## src/rtl/sprite_pkg.sv

```systemverilog
`default_nettype none
// ============================================================================
// Module : sprite_pkg
// Desc   : Shared types, constants and ROM addressing for the sprite blitter.
// Rev    : 1.0 - initial release
// ============================================================================
package sprite_pkg;

  typedef enum logic [1:0] {
    DIR_UP    = 2'd0,
    DIR_RIGHT = 2'd1,
    DIR_DOWN  = 2'd2,
    DIR_LEFT  = 2'd3
  } dir_e;

  typedef enum logic [2:0] {
    ST_IDLE  = 3'd0,
    ST_FETCH = 3'd1,
    ST_WAIT  = 3'd2,
    ST_EMIT  = 3'd3,
    ST_DONE  = 3'd4
  } state_e;

  localparam int TRANSPARENT_IDX = 0;
  localparam int DEF_SCREEN_W    = 640;
  localparam int DEF_SCREEN_H    = 480;

  // Frames of one direction are stored back to back, rows within a frame likewise.
  function automatic int unsigned sprite_row_addr(input int unsigned dir,
                                                  input int unsigned frame,
                                                  input int unsigned row,
                                                  input int unsigned n_frames,
                                                  input int unsigned sprite_h);
    return (dir * n_frames + frame) * sprite_h + row;
  endfunction

endpackage
`default_nettype wire

```

## src/rtl/sprite_recolor.sv

```systemverilog
`default_nettype none
// ============================================================================
// Module : sprite_recolor
// Desc   : Pixel write decision (opaque and on-screen) and variant recolour.
// Rev    : 1.0 - initial release
// ============================================================================
module sprite_recolor
  import sprite_pkg::*;
#(
  parameter int IDX_W          = 5,
  parameter int COLOR_W        = 5,
  parameter int VAR_W          = 2,
  parameter int VARIANT_STRIDE = 3,
  parameter int X_W            = 10,
  parameter int Y_W            = 9,
  parameter int SCREEN_W       = DEF_SCREEN_W,
  parameter int SCREEN_H       = DEF_SCREEN_H
) (
  input  logic [IDX_W-1:0]   idx,
  input  logic [VAR_W-1:0]   variant,
  input  logic [X_W:0]       px,
  input  logic [Y_W:0]       py,
  output logic               write_en,
  output logic [COLOR_W-1:0] color
);

  always_comb begin
    write_en = (idx != IDX_W'(TRANSPARENT_IDX)) &&
               (px < (X_W + 1)'(SCREEN_W)) &&
               (py < (Y_W + 1)'(SCREEN_H));
    // Truncating each term to COLOR_W gives the required modulo wrap.
    color    = COLOR_W'(idx) + COLOR_W'(variant) * COLOR_W'(VARIANT_STRIDE);
  end

endmodule
`default_nettype wire

```

## src/rtl/sprite_blitter.sv

```systemverilog
`default_nettype none
// ============================================================================
// Module : sprite_blitter
// Desc   : Walks one 16x16 ROM sprite row by row, streaming clipped,
//          recoloured pixel writes under valid/ready backpressure.
// Rev    : 1.0 - initial release
// ============================================================================
module sprite_blitter
  import sprite_pkg::*;
#(
  parameter  int SPRITE_W       = 16,
  parameter  int SPRITE_H       = 16,
  parameter  int N_DIRS         = 4,
  parameter  int N_FRAMES       = 2,
  parameter  int IDX_W          = 5,
  parameter  int COLOR_W        = 5,
  parameter  int N_VARIANTS     = 4,
  parameter  int VARIANT_STRIDE = 3,
  parameter  int SCREEN_W       = DEF_SCREEN_W,
  parameter  int SCREEN_H       = DEF_SCREEN_H,
  parameter  int X_W            = 10,
  parameter  int Y_W            = 9,
  localparam int DIR_W          = (N_DIRS > 1) ? $clog2(N_DIRS) : 1,
  localparam int FRAME_W        = (N_FRAMES > 1) ? $clog2(N_FRAMES) : 1,
  localparam int VAR_W          = (N_VARIANTS > 1) ? $clog2(N_VARIANTS) : 1,
  localparam int ADDR_W         = $clog2(N_DIRS * N_FRAMES * SPRITE_H)
) (
  input  logic                      Clk,
  input  logic                      Reset_n,
  input  logic                      req_valid,
  output logic                      req_ready,
  input  logic [X_W-1:0]            req_x,
  input  logic [Y_W-1:0]            req_y,
  input  logic [DIR_W-1:0]          req_dir,
  input  logic [FRAME_W-1:0]        req_frame,
  input  logic [VAR_W-1:0]          req_variant,
  input  logic                      req_flip,
  input  logic                      abort,
  output logic                      rom_rd,
  output logic [ADDR_W-1:0]         rom_addr,
  input  logic [SPRITE_W*IDX_W-1:0] rom_row,
  output logic                      fb_we,
  input  logic                      fb_ready,
  output logic [X_W-1:0]            fb_x,
  output logic [Y_W-1:0]            fb_y,
  output logic [COLOR_W-1:0]        fb_color,
  output logic                      busy,
  output logic                      done
);

  localparam int COL_W = $clog2(SPRITE_W);
  localparam int ROW_W = $clog2(SPRITE_H);

  state_e                    state, next_state;
  logic [X_W-1:0]            pos_x;
  logic [Y_W-1:0]            pos_y;
  logic [DIR_W-1:0]          dir_sel;
  logic [FRAME_W-1:0]        frame_sel;
  logic [VAR_W-1:0]          variant_sel;
  logic                      flip_sel;
  logic [ROW_W-1:0]          row;
  logic [COL_W-1:0]          col;
  logic [SPRITE_W*IDX_W-1:0] row_buf;

  logic [COL_W-1:0]          src_col;
  logic [IDX_W-1:0]          pix_idx;
  logic [X_W:0]              px;
  logic [Y_W:0]              py;
  logic                      wr_en;
  logic                      col_last;
  logic                      row_last;
  logic                      step;

  assign src_col  = flip_sel ? (COL_W'(SPRITE_W - 1) - col) : col;
  assign pix_idx  = row_buf[int'(src_col) * IDX_W +: IDX_W];
  // One extra bit so sprites hanging past the right/bottom edge clip instead of wrapping.
  assign px       = {1'b0, pos_x} + (X_W + 1)'(col);
  assign py       = {1'b0, pos_y} + (Y_W + 1)'(row);
  assign col_last = (col == COL_W'(SPRITE_W - 1));
  assign row_last = (row == ROW_W'(SPRITE_H - 1));
  assign step     = (state == ST_EMIT) && (!wr_en || fb_ready);

  assign rom_addr = ADDR_W'(sprite_row_addr(32'(dir_sel), 32'(frame_sel), 32'(row),
                                            N_FRAMES, SPRITE_H));
  assign fb_x      = px[X_W-1:0];
  assign fb_y      = py[Y_W-1:0];
  assign busy      = (state != ST_IDLE);
  assign req_ready = !busy;

  sprite_recolor #(
    .IDX_W          (IDX_W),
    .COLOR_W        (COLOR_W),
    .VAR_W          (VAR_W),
    .VARIANT_STRIDE (VARIANT_STRIDE),
    .X_W            (X_W),
    .Y_W            (Y_W),
    .SCREEN_W       (SCREEN_W),
    .SCREEN_H       (SCREEN_H)
  ) u_recolor (
    .idx      (pix_idx),
    .variant  (variant_sel),
    .px       (px),
    .py       (py),
    .write_en (wr_en),
    .color    (fb_color)
  );

  always_ff @(posedge Clk or negedge Reset_n) begin
    if (!Reset_n) state <= ST_IDLE;
    else          state <= next_state;
  end

  always_comb begin
    next_state = state;
    rom_rd     = 1'b0;
    fb_we      = 1'b0;
    done       = 1'b0;
    case (state)
      ST_IDLE:  if (req_valid) next_state = ST_FETCH;
      ST_FETCH: begin
        rom_rd     = 1'b1;
        next_state = ST_WAIT;
      end
      ST_WAIT:  next_state = ST_EMIT;
      ST_EMIT: begin
        fb_we = wr_en;
        if (step && col_last) next_state = row_last ? ST_DONE : ST_FETCH;
      end
      ST_DONE: begin
        done       = !abort;
        next_state = ST_IDLE;
      end
      default:  next_state = ST_IDLE;
    endcase
    if (abort && state != ST_IDLE) next_state = ST_IDLE;
  end

  always_ff @(posedge Clk or negedge Reset_n) begin
    if (!Reset_n) begin
      pos_x       <= '0;
      pos_y       <= '0;
      dir_sel     <= '0;
      frame_sel   <= '0;
      variant_sel <= '0;
      flip_sel    <= 1'b0;
      row         <= '0;
      col         <= '0;
      row_buf     <= '0;
    end else begin
      if (state == ST_IDLE && req_valid) begin
        pos_x       <= req_x;
        pos_y       <= req_y;
        dir_sel     <= req_dir;
        frame_sel   <= req_frame;
        variant_sel <= req_variant;
        flip_sel    <= req_flip;
        row         <= '0;
      end
      if (state == ST_WAIT) begin
        row_buf <= rom_row;
        col     <= '0;
      end
      if (step && !abort) begin
        col <= col + COL_W'(1);
        if (col_last && !row_last) row <= row + ROW_W'(1);
      end
    end
  end

endmodule
`default_nettype wire
```

## config.mk

```make
export PLATFORM = sky130hd
export DESIGN_NAME = sprite_blitter
export DESIGN_NICKNAME = d
export VERILOG_FILES = /design/src/rtl/sprite_pkg.sv /design/src/rtl/sprite_recolor.sv /design/src/rtl/sprite_blitter.sv
export SDC_FILE = /design/constraint.sdc
export NUM_CORES = 1
export LEC_CHECK = 0
export ABC_AREA = 1
export CAP_MARGIN = 20
export CORE_UTILIZATION = 45
export CTS_BUF_LIST = sky130_fd_sc_hd__clkbuf_8
export CTS_CLUSTER_SIZE = 30
export DETAILED_ROUTE_END_ITERATION = 10
export PLACE_DENSITY = 0.73
export SLEW_MARGIN = 5
export SYNTH_ARGS = -nofsm -noshare
export SYNTH_HDL_FRONTEND = slang
export SYNTH_SLANG_ARGS = --single-unit
```

## constraint.sdc

```tcl
create_clock -name Clk -period 3.25 [get_ports Clk]
set_input_delay 0.325 -clock Clk [delete_from_list [all_inputs] [get_ports Clk]]
set_output_delay 0.325 -clock Clk [all_outputs]
set_load 0.02 [all_outputs]
```

Yosys cells after proc, flatten, opt, wreduce, memory -nomap -nowiden
Cells that the tools add are included.

word-level totals
  input bits = 110
  flip-flop bits (word level) = 116
  word-level logic and storage cells = 63
  output and inout bits = 36

cells by class
  $mul = 2
  eq/ne operators = 8
  $lt $le $gt $ge = 2
  reduce and logical (&&, ||, !) cells = 18
  muxes and demuxes = 14
  add/subtract/negate cells = 8
  shift-type cells = 1

operators with widths
  cell                    number
  $shiftx A80 B8 Y5       1
  $mux W4                 6
  $mux W3                 4
  $pmux W3 S4             1
  $add A10 B4 Y11         1
  $lt A11 B10 Y1 const B  1
  $add A9 B4 Y10          1
  $lt A10 B9 Y1 const B   1
  $add A4 B1 Y4 const B   2
  $eq A4 B4 Y1 const B    2
  $logic_and A1 B1 Y1     8
  $add A7 B4 Y7           1
  $mul A4 B3 Y7 const B   1
  $eq A3 B2 Y1 const B    2
  $add A5 B4 Y5           1
  $reduce_bool A5 Y1      1
  $logic_not A1 Y1        4
  $mul A2 B2 Y4 const B   1
  $sub A4 B4 Y4 const A   1
  $add A3 B1 Y3           1
  $eq A3 B1 Y1 const B    1
  $eq A3 B3 Y1 const B    1
  $logic_not A3 Y1        1
  $mux W1                 3
  6 further kinds         6

Logic depth before layout (Yosys ltp)
  depth in word-level cells = 14
  mapped depth = 18
  gate-level depth less buffers = 16

Modules after synthesis
A second synthesis with hierarchy kept.

second synthesis, totals
  cells, all modules = 780
  area, all modules = 6412.4 um^2

by module, submodules not included
  module          cells an instance  seq. area each (um^2)  instances  area an instance (um^2)
  sprite_blitter  751                2902.8                 1          6213.5
  sprite_recolor  29                 0.0                    1          198.9

Worst setup path after synthesis
OpenSTA, ideal clock, no wires.

  path type = reg-to-output
  from = reg flip_sel
  to = out fb_color[3]
  path buffers = 2
  arrival time = 2633 ps
  cell stages (with the launch flop) = 16
  path slack = 292 ps
  data required time = 2925 ps
  path through = dfrtp_1 > buf_4 > inv_2 > nand2_1 > nand2_2 > buf_6 > nand2_1 > nand3_1 > nand3_1 > nand3_1 > nand2_1 > fa_1 > ha_1 > inv_1 > fa_1 > xnor2_1

on the way
  word-level cells in the longest chain between the ends = 4

RTL lines
  element                 RTL line               RTL
  from (decl)             sprite_blitter.sv:60   logic flip_sel;
  from (signal assigned)  sprite_blitter.sv:156  flip_sel <= req_flip;
  $mux W4                 sprite_blitter.sv:74   assign src_col = flip_sel ? (COL_W'(SPRITE_W - 1) - col) : col;
  $mul A4 B3 Y7           sprite_blitter.sv:75   assign pix_idx = row_buf[int'(src_col) * IDX_W +: IDX_W];
  $shiftx A80 B8 Y5       sprite_blitter.sv:75
  $add A5 B4 Y5           sprite_recolor.sv:32   color = COLOR_W'(idx) + COLOR_W'(variant) * COLOR_W'(VARIANT_STRIDE);
  to (decl)               sprite_blitter.sv:46   output logic [COLOR_W-1:0] fb_color,

Every way passes these cells.

Worst setup path after layout
  from = reg flip_sel
  to = out fb_color[2]

Same word-level chain as after synthesis.

==> results_tabular.tex <==
\begin{tabular}{lr}
\hline
Metric & Value \\
\hline
\multicolumn{2}{l}{\textbf{Run status}} \\
\quad Run status & finished, violations left \\
\quad Violations in the final reports & hold timing, setup timing \\
\multicolumn{2}{l}{\textbf{Layout}} \\
\quad Final Net Count & 1060 \\
\quad Growth of design area from synthesis to finish & 38.8\% \\
\quad Seq. cell area & 2900 sq um \\
\quad Final core area utilization & 64.7\% \\
\quad Multi-input logic area & 2950 sq um \\
\quad Fraction of layout cells with a size suffix above 1 & 14.4\% \\
\quad Filler Cells Inserted & 1132 \\
\quad Summed area of non-filler cells in the final layout & 8660 sq um \\
\quad Inserted Diodes & 0 \\
\multicolumn{2}{l}{\textbf{Timing}} \\
\quad Hold Violations, Final & 14 \\
\quad Post-route fraction of the period consumed by the critical path & 102\% \\
\quad Final worst slack & -0.0714 ns \\
\quad Final number of setup-violating endpoints & 2 \\
\quad Final max-slew violation count & 0 \\
\quad Transition time of the tightest slew-check pin & 0.841 ns \\
\quad Unrepaired setup endpoints after global routing & yes \\
\quad Setup Total Neg Slack & -0.125 ns \\
\quad F\_max & 301 MHz \\
\quad Final Critical Period & around 3.3 ns \\
\quad Relative slew slack & a little over two fifths \\
\quad Setup Skew & 0.0107 ns \\
\quad Worst hold slack across all endpoints & -0.0333 ns \\
\multicolumn{2}{l}{\textbf{Clock network}} \\
\quad Depth of the CTS H-tree & 4 \\
\quad Worst-path clk slew & 0.07 ns \\
\quad Clock buffers created by TritonCTS & 17 \\
\quad Clock tree from TritonCTS & built \\
\quad TritonCTS Sinks & $\sim$120 \\
\quad Maximum buffer depth of the clock tree & 2 \\
\quad Clock Latency Late Sink & 0.44 ns \\
\quad Number of buffers added to fix hold violations after cts & 0 \\
\quad Cell chosen for the clock root & clkbuf\_8 \\
\multicolumn{2}{l}{\textbf{Power and ir drop}} \\
\quad Power share of the combinational group & slightly below 60\% \\
\quad Switching power & around 4.1 mW \\
\quad Sw Ratio & 42.7\% \\
\quad VDD IR max & 0.754 mV \\
\quad Overall power of the completed layout & 9.52 mW \\
\quad Clock power share & 15.3\% \\
\quad Leakage dissipation & around 4.2 nW \\
\quad Seq pwr share & 25.6\% \\
\quad Internal power & 5.45 mW \\
\quad Power density normalized to cell area & 1100 nW/um\^{}2 \\
\multicolumn{2}{l}{\textbf{Floorplanning}} \\
\quad \# rows & 42 \\
\quad Starting density of the core & 46.6\% \\
\quad Area of the die & 14300 sq um \\
\quad Chip Width & around 120 um \\
\quad Core Region & 13400 sq um \\
\quad Die extent in y & 120 um \\
\quad I/O pin cnt & approximately 150 \\
\multicolumn{2}{l}{\textbf{Synth}} \\
\quad Number of cells produced by synthesis & 766 \\
\quad Netlist area before placement & 6240 sq um \\
\quad Synth top area share & between 40\% and 50\% \\
\quad Syn\_nets & 895 \\
\quad Synthesized flop and latch total & 116 \\
\quad Warnings, synthesis & 0 \\
\quad Largest cells by area after synthesis & dfrtp\_1 (47\%), nand3\_1 (8.7\%), nand2\_1 (8.4\%), a21oi\_1 (6.2\%), inv\_1 (6.0\%) \\
\quad Seq/Total Area, Yosys & 46.5\% \\
\quad Avg Cell Area, Syn & 8.15 sq um \\
\quad Count of unique library cells instantiated by Yosys & 29 \\
\quad Yosys top cell by area & dfrtp\_1 \\
\multicolumn{2}{l}{\textbf{Run}} \\
\quad Max-capacitance violation count & 0 \\
\multicolumn{2}{l}{\textbf{Setup path}} \\
\quad Largest fanout on the critical path & 7 \\
\quad Kind of end point of the critical path & primary output \\
\quad Critical register-to-register path startpoint & col[0] \\
\quad Data arrival at the endpoint of the critical path & 3.00 ns \\
\quad Required time reported for the critical path endpoint & 2.92 ns \\
\quad Critical Path Start Type & flip-flop \\
\quad Startpoint of the worst setup timing path & flip\_sel \\
\quad Critical path class & flip-flop to primary output \\
\multicolumn{2}{l}{\textbf{Route}} \\
\quad Routed Antenna Nets & 0 \\
\quad First-pass iteration count of the detailed router & 6 \\
\quad Routed wire length & 15.5 mm \\
\quad Wire length per cell & 13.9 um \\
\quad Overall via count from detail\_route & 5593 \\
\quad Detail-routed via count per cell & approximately 5 \\
\quad DRC & 0 \\
\quad Detailed Route Iter0 Violations & 469 \\
\multicolumn{2}{l}{\textbf{Global routing}} \\
\quad Largest net degree at the start of global routing & 139 \\
\quad GRT Residual Overflow & 0 \\
\quad Overall track demand over capacity in global routing & 22.7\% \\
\quad Initial antenna violation count & 0 \\
\quad First-pass GRT wire length & around 25 mm \\
\quad Number of global-route vias before repair & 5446 \\
\multicolumn{2}{l}{\textbf{Worst hold path}} \\
\quad Class of the tightest hold or removal check & input port to asynchronous set/reset pin \\
\multicolumn{2}{l}{\textbf{Placement}} \\
\quad Total cell area at the placement stage & 8020 sq um \\
\quad HPWL after DPL & 11.0 mm \\
\quad Worst slack after detailed placement & -0.198 ns \\
\quad Number of port buffers & 145 \\
\quad GPL Wtd Cong & 0.864 \\
\hline
\end{tabular}
## sequential cells by signal, summed over array words and instances, names as in the netlist
register,count
col,4
dir_sel,2
flip_sel,1
frame_sel,1
pos_x,10
pos_y,9
row,4
row_buf,80
state,3
variant_sel,2
## metrics by stage
stage	hold slack, ns	std cells
after floorplan	0.0294	766
after global placement	0.473	1084
after detailed placement	0.473	1084
after CTS	0.0000123	1118
after global routing	0.0372	1120
final	-0.0333	1120
## cells in the final DEF (no fill, tap or decap), types with 5 or more instances in the layout
cell	synthesis	final
o21ai_1	3	5
nand4_1	5	5
nor2_1	89	88
buf_6	5	7
nand2_1	139	135
ha_1	15	14
clkdlybuf4s50_1	0	139
clkbuf_8	0	23
inv_1	100	100
buf_4	3	32
xor2_1	10	9
a21oi_1	77	77
o21ai_0	8	6
mux2_2	33	33
nand3_2	2	10
nand3_1	109	100
dfrtp_1	116	116
## area by class of cell
class                   count  area share (%)
multi-input cells         513            34.1
inverters                 102            4.51
clock buffers              23            3.65
repair buffers            181            20.3
flip-flops and latches    116            33.5
well taps                 176            2.54
clock inverters             9            1.44
## Yosys cell counts
| master | number |
|---|---|
| dfrtp_1 | 116 |
| nand2_1 | 139 |
| ha_1 | 15 |
| inv_1 | 100 |
| mux2_2 | 33 |
| nand3_2 | 2 |
| fa_1 | 4 |
| a31oi_1 | 1 |
| clkbuf_1 | 17 |
| o211ai_1 | 1 |
| nand3b_1 | 1 |
| nand4_1 | 5 |
| buf_4 | 3 |
| nor3_1 | 2 |
| nor2_1 | 89 |
| xnor2_1 | 7 |
| a21oi_1 | 77 |
| o21ai_0 | 8 |
| buf_2 | 7 |
| nand2_2 | 3 |
| inv_2 | 1 |
| nand2_4 | 2 |
| a32o_1 | 1 |
| buf_6 | 5 |
| xor2_1 | 10 |
| buf_1 | 4 |
| o21ai_1 | 3 |
| nand3_1 | 109 |
| clkinv_1 | 1 |
## metal layers
| metal | vias up | share of wire (%) | GRT usage (%) |
|---|---|---|---|
| met5 | - | 0 | 0 |
| met4 | 0 | 1.7 | 7.11 |
| met3 | 22 | 7.7 | 7.51 |
| met2 | 186 | 48 | 37.1 |
| met1 | 2595 | 43 | 28.4 |
| li1 | 2790 | - | - |
## final timing paths
kind,to,slack (ns),cells after the start
max in group asynchronous,pos_y[3],2.51,2
setup / recovery,fb_color[2],-0.07,15
hold reg to reg,frame_sel,0.51,1
hold / removal,row_buf[50],-0.03,1
min in group Clk,pos_x[7],0.46,3
setup reg to reg,row[2],0.51,18
## worst max-delay path, stage by stage (launching register included)
cell and delay, ns:
dfrtp_1 0.40, buf_6 0.15, inv_8 0.07, nand2_4 0.05
nand2_4 0.12, nand2_1 0.07, nand3_1 0.08, nand3_1 0.08
nand3_2 0.08, nand2_2 0.07, fa_1 0.49, ha_2 0.17
inv_2 0.04, fa_2 0.51, inv_1 0.05, buf_6 0.12
## logic make-up after synthesis
logic type      count (synthesis)  synth area share (%)
xor+xnor                       17                  2.39
mux                            33                  5.95
simple gates                  352                  24.2
flops                         116                  46.5
fa+ha+maj                      19                  4.29
buf+inv                       138                  9.22
compound gates                 91                  7.44
## power by group through the flow
| stage | clock network [mW] | registers [mW] | logic, mW |
|---|---|---|---|
| after floorplan | 0 | 2.38 | 3.49 |
| after global placement | 0 | 2.43 | 5.27 |
| after detailed placement | 0 | 2.45 | 5.32 |
| after CTS | 1.48 | 2.44 | 5.44 |
| after global routing | 1.55 | 2.51 | 6.18 |
| final | 1.46 | 2.44 | 5.62 |
## what timing repair did
action / CTS / global route
gates resized for setup: 41 / 23
pin swaps: 5 / 7
endpoints found under the setup margin: 5 / 5
gates cloned: 1 / 0
endpoints found under the hold margin: 0 / 0
buffers inserted: 1 / 2
(Power assumes the default switching activity.)
